<file path="src/rtl/duck_motion_ctl.sv">
// Duck flight controller: spawns a duck on hunt_start, flies it with wall
// bounces until shot or timed out, then drops it (hit) or flies it off the
// top (escape).
// Ports:
//   clk, rst_n          - clock, asynchronous active-low reset
//   game_enable         - level; low forces IDLE, positions retained
//   hunt_start          - 1-cycle pulse; spawn a duck (IDLE only)
//   duck_hit            - 1-cycle pulse; shot landed (FLY only)
//   duck_xpos/duck_ypos - 12-bit top-left sprite position
//   duck_visible        - duck is drawn (FLY/HIT/FALL/ESCAPE)
//   duck_dir_left       - horizontal direction is left (sprite flip)
//   duck_falling        - high in HIT and FALL
//   duck_down           - 1-cycle pulse; shot duck reached the ground
//   duck_escaped        - 1-cycle pulse; duck left through the top
module duck_motion_ctl #(
  parameter int unsigned H_RES     = 1024,
  parameter int unsigned DUCK_W    = 64,
  parameter int unsigned DUCK_H    = 64,
  parameter int unsigned GROUND_Y  = 600,
  parameter int unsigned SPEED     = 4,
  parameter int unsigned STEP_DIV  = 650_000,
  parameter int unsigned FLY_STEPS = 800,
  parameter int unsigned HIT_HOLD  = 30
) (
  input  logic        clk,
  input  logic        rst_n,
  input  logic        game_enable,
  input  logic        hunt_start,
  input  logic        duck_hit,
  output logic [11:0] duck_xpos,
  output logic [11:0] duck_ypos,
  output logic        duck_visible,
  output logic        duck_dir_left,
  output logic        duck_falling,
  output logic        duck_down,
  output logic        duck_escaped
);

  localparam int unsigned X_MAX  = H_RES - DUCK_W;
  localparam int unsigned Y_MAX  = GROUND_Y - DUCK_H;
  localparam int unsigned STEP_W = (STEP_DIV > 1) ? $clog2(STEP_DIV) : 1;
  // fly_cnt is at least 6 bits so its low bits can mark every 64th tick
  localparam int unsigned FLY_W  = ($clog2(FLY_STEPS) > 6) ? $clog2(FLY_STEPS) : 6;
  localparam int unsigned HOLD_W = (HIT_HOLD > 1) ? $clog2(HIT_HOLD) : 1;

  localparam logic signed [12:0] X_MAX_S = 13'(X_MAX);
  localparam logic signed [12:0] Y_MAX_S = 13'(Y_MAX);
  localparam logic signed [12:0] Y_MIN_S = 13'(0);
  localparam logic signed [12:0] SPD_S   = 13'(SPEED);
  localparam logic signed [12:0] DROP_S  = 13'(2 * SPEED);

  typedef enum logic [2:0] {IDLE, FLY, HIT, FALL, ESCAPE} state_t;

  state_t              state;
  logic [15:0]         lfsr;
  logic                dir_up;
  logic [STEP_W-1:0]   step_cnt;
  logic [FLY_W-1:0]    fly_cnt;
  logic [HOLD_W-1:0]   hold_cnt;

  logic                tick;
  logic                fly_last;
  logic                hold_last;
  logic                lfsr_fb;
  logic signed [12:0]  xs;
  logic signed [12:0]  ys;
  logic [11:0]         x_next;
  logic [11:0]         y_next;
  logic                dl_next;
  logic                du_next;
  logic                y_wall;
  logic                fall_done;
  logic [11:0]         fall_y;
  logic                esc_done;
  logic [11:0]         esc_y;

  assign tick      = (step_cnt == STEP_W'(STEP_DIV - 1));
  assign fly_last  = (fly_cnt == FLY_W'(FLY_STEPS - 1));
  assign hold_last = (hold_cnt == HOLD_W'(HIT_HOLD - 1));
  assign lfsr_fb   = lfsr[15] ^ lfsr[13] ^ lfsr[12] ^ lfsr[10];

  // Next position candidates, computed signed and one bit wider so no wrap
  always_comb begin
    xs        = $signed({1'b0, duck_xpos});
    ys        = $signed({1'b0, duck_ypos});
    x_next    = duck_xpos;
    y_next    = duck_ypos;
    dl_next   = duck_dir_left;
    du_next   = dir_up;
    y_wall    = 1'b0;
    fall_done = 1'b0;
    fall_y    = duck_ypos;
    esc_done  = 1'b0;
    esc_y     = duck_ypos;

    if (duck_dir_left) begin
      if (xs < SPD_S) begin
        x_next  = 12'd0;
        dl_next = 1'b0;
      end else begin
        x_next = 12'(xs - SPD_S);
      end
    end else begin
      if (xs + SPD_S > X_MAX_S) begin
        x_next  = 12'(X_MAX_S);
        dl_next = 1'b1;
      end else begin
        x_next = 12'(xs + SPD_S);
      end
    end

    if (dir_up) begin
      if (ys - SPD_S < Y_MIN_S) begin
        y_next  = 12'(Y_MIN_S);
        du_next = 1'b0;
        y_wall  = 1'b1;
      end else begin
        y_next = 12'(ys - SPD_S);
      end
    end else begin
      if (ys + SPD_S > Y_MAX_S) begin
        y_next  = 12'(Y_MAX_S);
        du_next = 1'b1;
        y_wall  = 1'b1;
      end else begin
        y_next = 12'(ys + SPD_S);
      end
    end

    // Random vertical re-roll every 64th tick; a wall bounce takes priority
    if ((fly_cnt[5:0] == 6'd63) && !y_wall) begin
      du_next = lfsr[0];
    end

    if (ys + DROP_S >= Y_MAX_S) begin
      fall_done = 1'b1;
      fall_y    = 12'(Y_MAX_S);
    end else begin
      fall_y = 12'(ys + DROP_S);
    end

    if (ys < DROP_S) begin
      esc_done = 1'b1;
      esc_y    = 12'd0;
    end else begin
      esc_y = 12'(ys - DROP_S);
    end
  end

  // Flight state machine with registered outputs
  always_ff @(posedge clk or negedge rst_n) begin
    if (!rst_n) begin
      state         <= IDLE;
      lfsr          <= 16'hACE1;
      dir_up        <= 1'b0;
      step_cnt      <= '0;
      fly_cnt       <= '0;
      hold_cnt      <= '0;
      duck_xpos     <= 12'd0;
      duck_ypos     <= 12'd0;
      duck_visible  <= 1'b0;
      duck_dir_left <= 1'b0;
      duck_falling  <= 1'b0;
      duck_down     <= 1'b0;
      duck_escaped  <= 1'b0;
    end else begin
      lfsr         <= {lfsr[14:0], lfsr_fb};
      duck_down    <= 1'b0;
      duck_escaped <= 1'b0;
      step_cnt     <= tick ? '0 : step_cnt + STEP_W'(1);

      if (!game_enable) begin
        // Abort silently: no pulses, position kept for the draw stage
        state        <= IDLE;
        duck_visible <= 1'b0;
        duck_falling <= 1'b0;
      end else begin
        case (state)
          IDLE: begin
            if (hunt_start) begin
              state         <= FLY;
              duck_xpos     <= 12'd256 + 12'(lfsr[8:0]);
              duck_ypos     <= 12'(Y_MAX);
              duck_dir_left <= lfsr[9];
              dir_up        <= 1'b1;
              fly_cnt       <= '0;
              step_cnt      <= '0;
              duck_visible  <= 1'b1;
              duck_falling  <= 1'b0;
            end
          end
          FLY: begin
            // A hit beats a coincident timeout tick and freezes position
            if (duck_hit) begin
              state        <= HIT;
              duck_falling <= 1'b1;
              hold_cnt     <= '0;
            end else if (tick) begin
              duck_xpos     <= x_next;
              duck_ypos     <= y_next;
              duck_dir_left <= dl_next;
              dir_up        <= du_next;
              fly_cnt       <= fly_cnt + FLY_W'(1);
              if (fly_last) begin
                state <= ESCAPE;
              end
            end
          end
          HIT: begin
            if (tick) begin
              if (hold_last) begin
                state <= FALL;
              end else begin
                hold_cnt <= hold_cnt + HOLD_W'(1);
              end
            end
          end
          FALL: begin
            if (tick) begin
              duck_ypos <= fall_y;
              if (fall_done) begin
                state        <= IDLE;
                duck_visible <= 1'b0;
                duck_falling <= 1'b0;
                duck_down    <= 1'b1;
              end
            end
          end
          ESCAPE: begin
            if (tick) begin
              duck_ypos <= esc_y;
              if (esc_done) begin
                state        <= IDLE;
                duck_visible <= 1'b0;
                duck_escaped <= 1'b1;
              end
            end
          end
          default: state <= IDLE;
        endcase
      end
    end
  end

endmodule

</file>
<file path="config.mk">
export PLATFORM = sky130hd
export DESIGN_NAME = duck_motion_ctl
export DESIGN_NICKNAME = d
export VERILOG_FILES = /design/src/rtl/duck_motion_ctl.sv
export SDC_FILE = /design/constraint.sdc
export NUM_CORES = 1
export LEC_CHECK = 0
export ABC_AREA = 1
export BUFFER_PORTS_ARGS = -buffer_cell sky130_fd_sc_hd__buf_2
export CAP_MARGIN = 30
export CORE_UTILIZATION = 65
export CTS_BUF_LIST = sky130_fd_sc_hd__clkbuf_2 sky130_fd_sc_hd__clkbuf_4 sky130_fd_sc_hd__clkbuf_8
export DETAILED_ROUTE_END_ITERATION = 7
export PLACE_DENSITY = 0.84
export SLEW_MARGIN = 20
export SYNTH_ARGS = -nofsm -noshare
export SYNTH_HDL_FRONTEND = slang
export SYNTH_SLANG_ARGS = --single-unit
</file>
<file path="constraint.sdc">
create_clock -name clk -period 5.8 [get_ports clk]
set_input_delay 0.58 -clock clk [delete_from_list [all_inputs] [get_ports clk]]
set_output_delay 0.58 -clock clk [all_outputs]
set_load 0.02 [all_outputs]
</file>
==> metrics.txt <==
status=complete, no violations; TritonCTS clock tree=yes; fin util=74.0%; Ant. Diodes=0; # hold bufs at CTS=0; DP Area=5640 um^2; final-report max-slew violation count=0; Worst-Skew Late Latency=360 ps; xor and xnor area share after synthesis=5.82%; PwrDens=412 nW/um^2; leading area contributor after synthesis=dfrtp_1; Die Span X=93.3 um; area share of fa/ha/maj cells after synthesis=3.70%; Iteration-0 DRC Markers=367; Worst Tran Pin Value=522 ps; synth unique cells=45; vias in the first global route=4663; delay-heaviest family, CP=simple AND/OR/NAND/NOR gates; Layout Nets=804; maximum fanout along the worst path=10; total power=0.00241 W; wire length of the first global-routing pass=21800 um; Clock Path Buffers=2; predominant post-synthesis flop cell=dfrtp_1; I/O pin count=34; GPL Wtd Cong=0.953; Lkg Pwr=2.86 nW; flip-flop and latch count after synthesis=82; Setup Skew=13.1 ps; main combinational cell family by area after synthesis=simple AND/OR/NAND/NOR gates; initial antenna violation count=0; startpoint types=register; top cells by area, synth=dfrtp_1 (34%), nand2_1 (13%), nand3_1 (6.9%); Max-slew headroom=65.0%; max cap viols=0; Vias/cell=5.65; Tcrit/Tclk final=45.6%; warnings from Yosys=0; total track usage=32.0%; GR Overflow Total=0; worst r2r dst=duck_ypos[7]$_DFFE_PN0P_; mapped cell area=5410 um^2; Critical Path AT=2940 ps; CTS Root Cell=clkbuf_8; asr flop ratio synth=100%; RR Startpoint=duck_ypos[3]$_DFFE_PN0P_; crit path capture type=register; Post-CTS Resized=0; DRC=0; Row Count=32; H-tree depth=3; post-synthesis simple-gate area fraction=33.2%; CP max stage cell=dfrtp_1; complex-gate fraction of the synthesized area=10.5%; syn avg cell area=7.21 um^2; post-route cell area=5830 um^2; setup slack, reg-to-reg=3150 ps; dpl cells=873; Reg clk slew, reported paths=100 ps; postcts setup bufs=0; Yosys top cell area share=34.2%; vias=5029; drt first pass iters=5; slowest stage delay, CP=620 ps; number of enable flip-flop cells after synthesis=0; fin crit period=2650 ps; Initial Utilization=68.6%; fraction of layout cells with a size suffix above 1=12.4%; crit-path cells=inv_1, ha_1, a21oi_1, nand2_1, nor2_1, nand3_1, nand2_1, nand2_1, nand2_2, nand3_1, nand2_1, inv_1, nand2_1, nand2_1, nand2_1; Core Area=7890 um^2; unrepaired setup endpoints after global routing=no; Setup violations, final=0; FF-to-FF path depth=15; area grow syn2layout=7.74%; Avg WL per Cell=14.5 um; post-synthesis mux area share=0%; die area=8700 um^2; Worst Path Buf+Inv=2; critical path's most frequent cell=nand2_1; Final Hold Viols=0; post-synthesis sequential area ratio=38.1%; CP required=6100 ps; largest net degree at the start of global routing=59; Sink Count=82; Cell Count, Final, Fillers Out=890; Peak VDD IR=230 uV; Post-DRT Antenna Nets=0; DP HPWL=9740 um; total CTS buffers=9; die height=93.3 um; Post-Route WL=12900 um; Synth Instances=751; IO buf count=31; Setup Crit Path Kind=register to register; Setup TNS=0 ps; Max Freq=0.378 GHz; hold crit path type=input port to asynchronous set/reset pin
-- through the flow --
| step | setup WS [ps] | hold WS (ps) |
|---|---|---|
| CTS | 2980 | 126 |
| floorplan | 3710 | 284 |
| global route | 2910 | 147 |
| global placement | 3250 | 345 |
| detailed placement | 3060 | 345 |
| finish | 3150 | 120 |
-- report_power, final --
group          switching, W  internal (W)
Combinational      0.000820      0.000373
Clock              0.000228      0.000162
Sequential         0.000160      0.000663
-- layout by cell type (no fill, tap or decap), types with 2 or more instances in the layout --
cell type,instances
nand2_1,191
inv_1,90
nor2_1,78
nand3_1,75
dfrtp_1,74
a21oi_1,31
o21ai_0,31
buf_2,30
xor2_1,28
nor3_1,16
ha_1,16
nor2_2,15
o21ai_1,9
clkbuf_8,9
nand4_1,8
xnor2_1,8
dfstp_2,8
inv_2,7
nand2_2,7
o21a_1,5
nand3_2,5
o211ai_1,4
o21bai_1,3
o31ai_1,3
inv_6,3
and3_1,2
nor3_2,2
nor2_4,2
a211oi_1,2
clkinv_1,2
clkinv_2,2
o32ai_1,2
a22oi_1,2
conb_1,2
clkinvlp_4,2
-- Yosys cell counts (9+ instances only) --
library cell,n
nor3_1,16
a21oi_1,31
dfrtp_1,74
inv_1,90
ha_1,16
o21ai_0,31
nor2_1,78
xor2_1,28
nor2_2,15
o21ai_1,9
nand2_1,191
nand3_1,75
-- sequential cells by signal, summed over array words and instances, names as in the netlist --
register       cells
dir_up             1
duck_dir_left      1
duck_down          1
duck_escaped       1
duck_falling       1
duck_visible       1
duck_xpos         12
duck_ypos         10
fly_cnt           10
hold_cnt           5
lfsr              16
state              3
step_cnt          20
-- how the worst max path moves through the flow --
| stage | from | to | slack [ps] | cells past startpoint |
|---|---|---|---|---|
| after floorplan | duck_ypos[3]$_DFFE_PN0P_ | duck_ypos[5]$_DFFE_PN0P_ | 3710 | 15 |
| after global placement | state[2]$_DFFE_PN0P_ | fly_cnt[7]$_DFFE_PN0P_ | 3250 | 12 |
| after detailed placement | state[2]$_DFFE_PN0P_ | fly_cnt[7]$_DFFE_PN0P_ | 3060 | 12 |
| after CTS | state[2]$_DFFE_PN0P_ | fly_cnt[7]$_DFFE_PN0P_ | 2980 | 12 |
| after global routing | duck_ypos[3]$_DFFE_PN0P_ | duck_ypos[7]$_DFFE_PN0P_ | 2910 | 15 |
| final | duck_ypos[3]$_DFFE_PN0P_ | duck_ypos[7]$_DFFE_PN0P_ | 3150 | 15 |
-- layer usage --
metal	up-vias	track usage (%)	part of all wire (%)
li1	2487	-	-
met1	2334	43.3	45
met2	181	52.4	47
met3	27	4.47	6.0
met4	0	11.9	2.1
met5	-	0	0
-- cell families (layout without fill, tap and decap cells) --
family,count (synthesis),in the layout
simple gates,405,405
buf+inv,113,149
compound gates,98,98
flops,82,82
xor+xnor,36,36
fa+ha+maj,16,16
other cells,1,2
-- area by class of cell --
| type | count | area (um^2) |
|---|---|---|
| well taps | 102 | 128 |
| repair buffers | 33 | 196 |
| clock buffers | 9 | 124 |
| flip-flops and latches | 82 | 2060 |
| clock inverters | 7 | 57.6 |
| fillers | 622 | 2050 |
| inverters | 100 | 377 |
| multi-input cells | 557 | 2890 |
(Power assumes the default switching activity.)
